File: config.mk
export PLATFORM = sky130hd
export DESIGN_NAME = iter_shifter
export DESIGN_NICKNAME = d
export VERILOG_FILES = /design/src/rtl/iter_shifter.sv
export SDC_FILE = /design/constraint.sdc
export NUM_CORES = 1
export LEC_CHECK = 0
export ABC_AREA = 1
export CAP_MARGIN = 20
export CORE_ASPECT_RATIO = 1.1
export CORE_MARGIN = 2
export CORE_UTILIZATION = 44
export DETAILED_ROUTE_END_ITERATION = 8
export DONT_BUFFER_PORTS = 1
export PLACE_DENSITY_LB_ADDON = 0.25
export SLEW_MARGIN = 40
export SYNTH_ARGS = -nofsm -noshare
export SYNTH_HDL_FRONTEND = slang
export SYNTH_SLANG_ARGS = --single-unit
File: constraint.sdc
create_clock -name clk -period 3.8 [get_ports clk]
set_clock_uncertainty 0.15 [all_clocks]
set_input_delay 0.38 -clock clk [delete_from_list [all_inputs] [get_ports clk]]
set_output_delay 0.38 -clock clk [all_outputs]
set_load 0.01 [all_outputs]
File: src/rtl/iter_shifter.sv
// Multi-cycle shift/rotate unit: shifts a WIDTH-bit operand by amt in steps of up to STEP bits
// per clock. Six modes (pass, LSL, LSR, ASR, ROL, ROR), with result, carry-out and zero flag.
module iter_shifter #(
    parameter int WIDTH = 16,
    parameter int AMT_W = 4,
    parameter int STEP  = 1
) (
    input  logic             clk,
    input  logic             reset,
    input  logic             start,
    input  logic [2:0]       mode,
    input  logic [AMT_W-1:0] amt,
    input  logic [WIDTH-1:0] in,
    output logic             ready,
    output logic             busy,
    output logic             done,
    output logic [WIDTH-1:0] sout,
    output logic             carry,
    output logic             zero,
    output logic [1:0]       dbg_state
);

    // Handshake: start is taken on a rising edge where ready=1 (IDLE or DONE). Operands are
    // sampled on that edge only. done is high for exactly one cycle, and sout/carry/zero are
    // valid from then until the next done.

    localparam logic [1:0] S_IDLE  = 2'd0;
    localparam logic [1:0] S_SHIFT = 2'd1;
    localparam logic [1:0] S_DONE  = 2'd2;

    localparam logic [2:0] M_LSL = 3'b001;
    localparam logic [2:0] M_LSR = 3'b010;
    localparam logic [2:0] M_ASR = 3'b011;
    localparam logic [2:0] M_ROL = 3'b100;
    localparam logic [2:0] M_ROR = 3'b101;

    localparam logic [AMT_W-1:0] STEP_A = AMT_W'(STEP);

    logic [1:0]         state;
    logic [WIDTH-1:0]   work;
    logic [AMT_W-1:0]   rem;
    logic [2:0]         op;
    logic [AMT_W-1:0]   k;
    logic [2*WIDTH-1:0] wide;
    logic [WIDTH-1:0]   shifted;
    logic               cout;
    logic               no_shift;

    assign k        = (rem < STEP_A) ? rem : STEP_A;
    assign no_shift = (amt == '0) || (mode == 3'b000) || (mode[2:1] == 2'b11);

    // Shifting in a double-width vector keeps the last departing bit at a fixed position.
    always_comb begin
        wide    = '0;
        shifted = work;
        cout    = 1'b0;
        case (op)
            M_LSL: begin
                wide    = {{WIDTH{1'b0}}, work} << k;
                shifted = wide[WIDTH-1:0];
                cout    = wide[WIDTH];
            end
            M_LSR: begin
                wide    = {work, {WIDTH{1'b0}}} >> k;
                shifted = wide[2*WIDTH-1:WIDTH];
                cout    = wide[WIDTH-1];
            end
            M_ASR: begin
                wide    = $unsigned($signed({work, {WIDTH{1'b0}}}) >>> k);
                shifted = wide[2*WIDTH-1:WIDTH];
                cout    = wide[WIDTH-1];
            end
            M_ROL: begin
                wide    = {work, work} << k;
                shifted = wide[2*WIDTH-1:WIDTH];
                cout    = shifted[0];
            end
            M_ROR: begin
                wide    = {work, work} >> k;
                shifted = wide[WIDTH-1:0];
                cout    = shifted[WIDTH-1];
            end
            default: ;
        endcase
    end

    always_ff @(posedge clk or posedge reset) begin
        if (reset) begin
            state <= S_IDLE;
            work  <= '0;
            rem   <= '0;
            op    <= '0;
            sout  <= '0;
            carry <= 1'b0;
            zero  <= 1'b0;
        end else begin
            case (state)
                S_IDLE, S_DONE: begin
                    if (start) begin
                        work <= in;
                        rem  <= amt;
                        op   <= mode;
                        if (no_shift) begin
                            sout  <= in;
                            carry <= 1'b0;
                            zero  <= (in == '0);
                            state <= S_DONE;
                        end else begin
                            state <= S_SHIFT;
                        end
                    end else begin
                        state <= S_IDLE;
                    end
                end
                S_SHIFT: begin
                    work <= shifted;
                    rem  <= rem - k;
                    if (rem == k) begin
                        sout  <= shifted;
                        carry <= cout;
                        zero  <= (shifted == '0);
                        state <= S_DONE;
                    end
                end
                default: state <= S_IDLE;
            endcase
        end
    end

    assign ready     = (state == S_IDLE) || (state == S_DONE);
    assign busy      = (state == S_SHIFT);
    assign done      = (state == S_DONE);
    assign dbg_state = state;

endmodule

==> flow_summary.toml, run 1 <==
[cts]
clock-root-buffer = "clkbuf_8"
ctsResizeCount = 0
postCtsSetupRepairBufs = 0
insertion_delay_ns = 0.30
clkSlewWorstSetupHoldPaths_ns = 0.09
clk_path_buf_depth = 2
cts.sinks = 43
cts_tree = "yes"
cts_buffers = 5
cts_htree_levels = 2

[worst_hold_path]
hold_start = "start"
holdPathStages = 2
min_to = "rem[3]$_DFFE_PP0P_"
hold_path.class = "input pin to flip-flop"

[logic_synthesis]
syn_inst = 381
ys_top_cells_by_area = "dfrtp_1 (41%), nand2_1 (24%), o21ai_0 (7.1%)"
synth_top_area_share_pct = 41.3
seq_area_frac_synth_pct = 41.3
ys_warn_count = 0
syn_nets = 409
synth_commonest_cells = "nand2_1 (167), dfrtp_1 (43), o21ai_0 (37)"
yosysTopAreaCell = "dfrtp_1"
yosysUniqueCellTypes = 26
synth_most_common_cell = "nand2_1"
syn_area_per_cell_um2 = 6.84
yosys_register_bits = 43
async_flop_share_pct = 100
synth_edf_count = 0
netlist_area_um2 = 2610
synth-main-ff-cell = "dfrtp_1"

[floorplan]
core_area_um2 = 5730
die_h_um = 84.7
row_count = 29
ios = 49
die_w_um = 77.4
start_util_pct = 45.5
die-area_um2 = 6560

[worst_setup_path]
crit_start = "rem[2]$_DFFE_PP0P_"
worst-r2r-setup-slack_ns = 1.14
r2r_start = "rem[2]$_DFFE_PP0P_"
crit_slowest_cell = "dfrtp_1"
cp_cell_sequence = "nor2_1, nand2_2, inv_2, nor2_1, inv_1, ha_1, nand2_1, nand2_1, nand2_1, nor2_1, buf_4, o21ai_0, nor2_1, nor2_1"
crit_required_ns = 3.85
crit_top_cell = "nor2_1"
path_max_fanout = 21
cp_slowest_stage_delay_ns = 0.42
critPathKind = "flip-flop to flip-flop"
rr_endpoint = "zero$_DFFE_PP0P_"
crit_arrival_ns = 2.71
r2r_cells = 14
start_kind = "flip-flop"
end_kind = "flip-flop"

[global_route]
grt_start_max_net_pins = 44
grt_first_pass_wirelength_mm = 10.7
grt_use_total_pct = 20.5
grt_pass1_vias = 2244
grt_antenna_before_repair = 0
grt_remaining_overflow = 0

[route]
viasPerCell = 5.16
antenna_left = 0
vias = 2348
post_drt_wl_per_cell_um = 13.8
drtIter0Drc = 162
drc = 0
firstDrtPassIters = 4
drt-total-wl_mm = 6.28

[power]
power-per-cell-area_nw_per_um2 = 1040
p_total_mw = 2.83
vdd.ir_drop.worst_uv = 557
leakagePower_nw = 1.45

[timing]
timing.final.crit_share_pct = 70.0
final_hold_viol_count = 0
slew_headroom_pct = 62.4
finalWorstPathRequiredPeriod_ns = 2.66
report.final.slew_viol_count = 0
rsz0062_at_grt = "false"
setup_viol = 0
fmax_mhz = 376
tightest_slew_ns = 0.562
tns_ns = 0

[layout]
drive_gt1_share_pct = 7.14
fin_nets = 405
antenna_cells = 0
area_growth_pct = 4.75
layout.cells.non_filler = 455

[job]
drv_cap = 0

[placement]
io_buffers = 0
gp_congestion = 0.889
place_hpwl_mm = 4.67
dp_cells = 446

[status]
status = "finished clean"
critical path, delay by kind of cell, from the launching register on:
kind                       cells  cell delay, ns
adders and majority gates      1            0.14
AOI/OAI and AO/OA              1            0.10
and+or+nand+nor                9            1.25
DFF                            1            0.42
buffers and inverters          3            0.49
through the flow:
step           utilization, %  hold WS (ns)  setup WS, ns  cell area (um^2)
2_1_floorplan               -         0.318          1.76              2610
3_3_place_gp             45.7         0.292          1.23              2620
3_5_place_dp             45.7         0.300          1.16              2620
4_1_cts                  47.6        0.0710          1.14              2730
5_1_grt                  47.6         0.103         0.854              2730
6_report                 47.6        0.0818          1.14              2730
worst max-delay path by stage:
| stage | endpoint | slack, ns | cells after the start |
|---|---|---|---|
| 2_1_floorplan | zero$_DFFE_PP0P_ | 1.76 | 15 |
| 3_3_place_gp | zero$_DFFE_PP0P_ | 1.23 | 14 |
| 3_5_place_dp | zero$_DFFE_PP0P_ | 1.16 | 14 |
| 4_1_cts | zero$_DFFE_PP0P_ | 1.14 | 14 |
| 5_1_grt | zero$_DFFE_PP0P_ | 0.85 | 14 |
| 6_report | zero$_DFFE_PP0P_ | 1.14 | 14 |
power breakdown:
group / switching [mW] / leakage (nW) / internal [mW] / total [mW]
combinational: 1.14 / 0.875 / 0.503 / 1.64
clock: 0.166 / 0.0474 / 0.148 / 0.315
sequential: 0.180 / 0.529 / 0.687 / 0.867
final cells by class:
cell class | count | area (um^2)
Fill cell | 625 | 3000
Timing Repair Buffer | 5 | 40.0
Clock buffer | 6 | 82.6
Tap cell | 77 | 96.3
Inverter | 35 | 131
Multi-Input combinational cell | 287 | 1290
Sequential cell | 43 | 1080
Clock inverter | 2 | 16.3
routing by layer:
metal | track usage [%] | share of wire [%] | vias up
met3 | 4.73 | 5.6 | 7
met4 | 6.49 | 1.7 | 0
met1 | 26.2 | 44 | 1073
li1 | - | - | 1200
met2 | 34.5 | 49 | 68
met5 | 0 | 0 | -
timing repair:
item | CTS | global route
setup endpoints to repair | 0 | 0
endpoints found under the hold margin | 43 | 0
hold buffers | 1 | 0
cell usage in the layout, fill, tap and decap left out, drive strengths merged:
cell	count
clkinvlp	1
nor3	1
nor4	5
ha	2
dlygate4sd3	1
o21ai	37
clkbuf	6
or2	1
clkinv	1
nand2	174
and3	1
o22ai	1
inv	35
dfrtp	43
nand4	3
nor2	21
o211ai	3
o21a	1
a21oi	5
o41ai	1
buf	4
nand3	31
cell families (layout without fill, tap and decap cells):
kind of cell	after synthesis	in the layout	share of synthesized area [%]
AND/OR/NAND/NOR	237	237	38.6
buffers and inverters	51	48	9.31
AO/OA/AOI/OAI	48	48	9.79
flip-flops	43	43	41.3
adder cells (fa/ha/maj)	2	2	0.960
state kept, by name, summed over array words and instances (netlist names):
register   cells
rem            4
carry          1
dbg_state      2
sout          16
zero           1
work          16
op             3
No activity file was read; power rests on OpenSTA's default activity.
==> run 2, diff against run 1 <==
==> constraint.sdc (replaced) <==
create_clock -name clk -period 2.2 [get_ports clk]
set_clock_uncertainty 0.15 [all_clocks]
set_input_delay 0.22 -clock clk [delete_from_list [all_inputs] [get_ports clk]]
set_output_delay 0.22 -clock clk [all_outputs]
set_load 0.01 [all_outputs]
==> run 2 against run 1 <==
Routed wire length grew 7.5%. Register-to-register slack got worse by 0.99 ns. Worst hold slack got worse by 0.069 ns. Cell count rose by 3.3%. Fmax up 30%. First-iteration DRC count down 12%. Clock power is 110% higher. Critical path depth unchanged. Sequential share of layout area decreased by 2.4 points.
==> flow_summary.toml, run 2 (synthesis results as in run 1) <==
[layout]
layout_commonest_cell = "nand2_1"
largest_registers = "sout: 16 flops, work: 16 flops, rem: 4 flops"
drive_gt1_share_pct = 9.16
final_cell_mix = "nand2_1 (167), dfrtp_1 (43), o21ai_0 (37)"
fin_nets = 420
layout.cells.non_filler = 470
area_growth_pct = 11.7
final_cell_area_um2 = 2910
antenna_cells = 0

[placement]
place_hpwl_mm = 4.88
gp_congestion = 0.890
post-place-ws_ns = 0.0297
io_buffers = 0
dp_cells = 452
dpl_cell_area_um2 = 2680

[global_route]
grt_start_max_net_pins = 44
grt_remaining_overflow = 0
grt_pass1_vias = 2308
grt_antenna_before_repair = 0
grt_first_pass_wirelength_mm = 11.3
grt_use_total_pct = 21.9

[job]
drv_cap = 0

[timing]
final_hold_viol_count = 0
report.final.slew_viol_count = 0
hold-worst-slack_ns = 0.0125
finalWorstPathRequiredPeriod_ns = 2.05
setup_viol = 0
setup_ws_ns = 0.147
fmax_mhz = 487
tightest_slew_ns = 0.553
timing.final.crit_share_pct = 93.3
slew_headroom_pct = 63.1

[floorplan]
row_count = 29
core_area_um2 = 5730
die_w_um = 77.4
die-area_um2 = 6560
die_h_um = 84.7
start_util_pct = 45.5
ios = 49

[route]
drc = 0
post_drt_wl_per_cell_um = 14.4
firstDrtPassIters = 4
vias = 2408
antenna_left = 0
viasPerCell = 5.12
drtIter0Drc = 143
drt-total-wl_mm = 6.75

[worst_setup_path]
crit_required_ns = 2.25
cp_cell_sequence = "nor2_2, nand2_2, inv_2, nor2_1, inv_1, ha_1, nand2_1, nand2_1, nand2_1, nor2_4, buf_12, o21ai_0, nor2_1, nor2_1"
cp_top_family = "simple AND/OR/NAND/NOR gates"
end_kind = "flip-flop"
start_kind = "flip-flop"
path_buf_inv = 3
path_max_fanout = 17
critPathKind = "flip-flop to flip-flop"
cp_slowest_stage_delay_ns = 0.43
crit_slowest_cell = "dfrtp_1"
crit_arrival_ns = 2.10

[status]
status = "finished clean"

[power]
power-per-cell-area_nw_per_um2 = 1790
vdd.ir_drop.worst_uv = 857
leakagePower_nw = 1.53
p_total_mw = 5.21

[cts]
insertion_delay_ns = 0.30
cts_buffers = 5
cts.sinks = 43
clkSlewWorstSetupHoldPaths_ns = 0.09
clock-root-buffer = "clkbuf_8"
clk_path_buf_depth = 2
cts_tree = "yes"
cts_htree_levels = 2

[worst_hold_path]
hold_path.class = "input pin to flip-flop"
==> run 2: cell types whose count changed in the layout (fill, tap and decap cells not counted), sizes merged <==
cell / previous run / this run
inv: 35 / 36
bufinv: 0 / 1
clkinvlp: 1 / 0
buf: 4 / 10
dlygate4sd3: 1 / 10
clkbuf: 6 / 5
==> run 2: layout make-up <==
type | count | area (um^2)
clock buffer | 5 | 68.8
clock inverter | 3 | 47.5
fill | 595 | 2820
inverter | 35 | 134
multi-input combinational | 287 | 1300
sequential | 43 | 1080
tap | 77 | 96.3
timing repair buffer | 20 | 188
==> run 2: where the power goes <==
part	switching [mW]	total (mW)	internal [mW]
Combinational	2.05	3.04	0.991
Clock	0.304	0.648	0.345
Sequential	0.333	1.52	1.19
Total	2.69	5.21	2.52
==> run 2: worst paths after layout <==
kind	start	endpoint	slack, ns	cells past startpoint
worst min-delay path	amt[2]	dbg_state[0]$_DFFE_PP0N_	0.01	2
worst min register to register	sout[5]$_DFFE_PP0P_	sout[5]$_DFFE_PP0P_	0.40	2
max in group asynchronous	reset	work[3]$_DFFE_PP0P_	1.18	3
worst max register to register	rem[2]$_DFFE_PP0P_	zero$_DFFE_PP0P_	0.15	14
min in group asynchronous	reset	work[12]$_DFFE_PP0P_	0.35	3
worst max-delay path	rem[2]$_DFFE_PP0P_	zero$_DFFE_PP0P_	0.15	14
==> run 2: metal layers <==
layer,global-route usage [%],routed length [um]
met1,28.0,2760
met2,38.0,3480
met3,3.87,436
met4,6.01,74
met5,0,0
==> run 2: timing repair <==
item | in CTS | in global routing
gates resized for setup | 0 | 6
endpoints found under the setup margin | 0 | 18
hold endpoints to repair | 51 | 0
hold buffers | 10 | 0
buffers inserted | 0 | 0
==> run 2: through the flow <==
stage	setup TNS, ns	util, %
after floorplan	0	-
after global placement	0	46.7
after detailed placement	0	46.7
after CTS	0	50.5
after global routing	-0.0403	50.8
final	0	50.8
==> run 3, diff against run 2 <==
==> constraint.sdc (replaced) <==
create_clock -name clk -period 2.4 [get_ports clk]
set_clock_uncertainty 0.15 [all_clocks]
set_input_delay 0.24 -clock clk [delete_from_list [all_inputs] [get_ports clk]]
set_output_delay 0.24 -clock clk [all_outputs]
set_load 0.01 [all_outputs]
==> run 3 against run 2 <==
Combinational power is 11% lower. Setup slack gained 0.13 ns. Critical endpoint is now sout[15]$_DFFE_PP0P_. Largest power group unchanged. Final area is 1.9% lower. Total power shrank 12%. Die area unchanged. Utilization shrank 0.96 points.
==> flow_summary.toml, run 3 (synthesis results as in run 1) <==
[cts]
postCtsHoldBufs = 9
ctsResizeCount = 0
cts.sinks = 43
clock-root-buffer = "clkbuf_8"
postCtsSetupRepairBufs = 0
insertion_delay_ns = 0.30
cts_htree_levels = 2
clkSlewWorstSetupHoldPaths_ns = 0.09
cts_buffers = 5
cts_tree = "yes"
clk_path_buf_depth = 2

[placement]
place_hpwl_mm = 4.70
io_buffers = 0
gp_congestion = 0.906

[global_route]
grt_antenna_before_repair = 0
grt_remaining_overflow = 0
grt_start_max_net_pins = 44
grt_first_pass_wirelength_mm = 11.0
grt_pass1_vias = 2406
grt_use_total_pct = 20.7

[layout]
area_growth_pct = 9.55
final_cell_mix = "nand2_1 (167), dfrtp_1 (43), o21ai_0 (37)"
nFillCells = 609
antenna_cells = 0
drive_gt1_share_pct = 8.42
layout_commonest_cell = "nand2_1"
multi_input_area_um2 = 1290
largest_registers = "sout: 16 flops, work: 16 flops, rem: 4 flops"
seqCellArea_um2 = 1080
fin_nets = 419

[worst_setup_path]
rr_endpoint = "sout[15]$_DFFE_PP0P_"
start_kind = "flip-flop"
end_kind = "flip-flop"
path_max_fanout = 18
worst-r2r-setup-slack_ns = 0.28
crit_required_ns = 2.43
crit_arrival_ns = 2.15
r2r_cells = 14
critPathKind = "flip-flop to flip-flop"
r2r_start = "rem[2]$_DFFE_PP0P_"

[floorplan]
row_count = 29
ios = 49
start_util_pct = 45.5
die-area_um2 = 6560
die_w_um = 77.4
core_area_um2 = 5730
die_h_um = 84.7

[route]
firstDrtPassIters = 4
drt-total-wl_mm = 6.35
antenna_left = 0
vias = 2416
drc = 0
post_drt_wl_per_cell_um = 13.5
drtIter0Drc = 158
viasPerCell = 5.15

[timing]
final_hold_viol_count = 0
timing.final.crit_share_pct = 88.5
tightest_slew_ns = 0.551
fmax_mhz = 471
hold-worst-slack_ns = 0.0363
tns_ns = 0
slew_headroom_pct = 63.3
rsz0062_at_grt = "false"
finalWorstPathRequiredPeriod_ns = 2.12
report.final.slew_viol_count = 0
setup_viol = 0

[worst_hold_path]
hold_start = "amt[3]"
min_to = "dbg_state[0]$_DFFE_PP0N_"
holdPathStages = 2
hold_path.class = "input pin to flip-flop"

[power]
vdd.ir_drop.worst_uv = 817
leakagePower_nw = 1.51
power-per-cell-area_nw_per_um2 = 1600

[job]
drv_cap = 0

[status]
status = "finished clean"
run 3: cell types whose count changed in the layout (fill, tap and decap cells not counted):
cell           before  now
buf_12              1    0
buf_4               9   10
bufinv_16           1    0
clkbuf_8            5    6
clkinvlp_4          0    1
dlygate4sd3_1      10    9
inv_2               4    5
inv_4               1    0
inv_6               1    0
nor2_1             18   21
nor2_2              2    0
nor2_4              1    0
run 3: metal layers:
| layer | vias up | part of all wire, % | GRT usage [%] |
|---|---|---|---|
| met5 | - | 0 | 0 |
| met4 | 0 | 0.79 | 5.84 |
| met3 | 6 | 5.1 | 4.09 |
| met2 | 58 | 51 | 36.7 |
| met1 | 1120 | 43 | 25.6 |
| li1 | 1232 | - | - |
run 3: worst max-delay path by stage:
stage                     cells after the start  slack [ns]          startpoint                    to
after floorplan                              15        0.36  rem[2]$_DFFE_PP0P_      zero$_DFFE_PP0P_
after global placement                       14        0.36  rem[2]$_DFFE_PP0P_  sout[15]$_DFFE_PP0P_
after detailed placement                     14        0.28  rem[2]$_DFFE_PP0P_  sout[15]$_DFFE_PP0P_
after CTS                                    14        0.26  rem[2]$_DFFE_PP0P_  sout[15]$_DFFE_PP0P_
after global routing                         14        0.05  rem[2]$_DFFE_PP0P_  sout[11]$_DFFE_PP0P_
final                                        14        0.28  rem[2]$_DFFE_PP0P_  sout[15]$_DFFE_PP0P_
run 3: where the power goes:
group          internal, mW  leakage [nW]  switching [mW]
Clock                 0.235        0.0474           0.260
Combinational         0.870         0.936            1.83
Sequential             1.09         0.529           0.289
run 3: critical path: stages, from the launching register on:
cell     delay, ns
dfrtp_1       0.42
nor2_1        0.18
nand2_2       0.08
inv_2         0.07
nor2_1        0.05
inv_1         0.07
ha_1          0.14
nand2_1       0.05
nand2_1       0.07
nand2_1       0.05
nor2_1        0.20
buf_4         0.19
inv_2         0.13
nand2_1       0.09
o21ai_0       0.07
run 3: final cells by class:
type / instances / area share (%)
clock buffers: 6 / 2.89
clock inverters: 2 / 0.570
inverters: 35 / 4.60
multi-input cells: 287 / 45.1
flip-flops and latches: 43 / 37.7
well taps: 77 / 3.37
repair buffers: 19 / 5.78
run 3: stage by stage:
| step | total power, mW | worst slack (ns) | instances | util, % | area [um^2] |
|---|---|---|---|---|---|
| 6_report | 4.57 | 0.277 | 469 | 49.8 | 2860 |
| 3_3_place_gp | 4.04 | 0.359 | 452 | 46.5 | 2670 |
| 5_1_grt | 5.08 | 0.0486 | 469 | 49.8 | 2860 |
| 2_1_floorplan | 3.56 | 0.365 | 381 | - | 2610 |
| 3_5_place_dp | 4.07 | 0.282 | 452 | 46.5 | 2670 |
| 4_1_cts | 4.60 | 0.264 | 469 | 49.8 | 2860 |
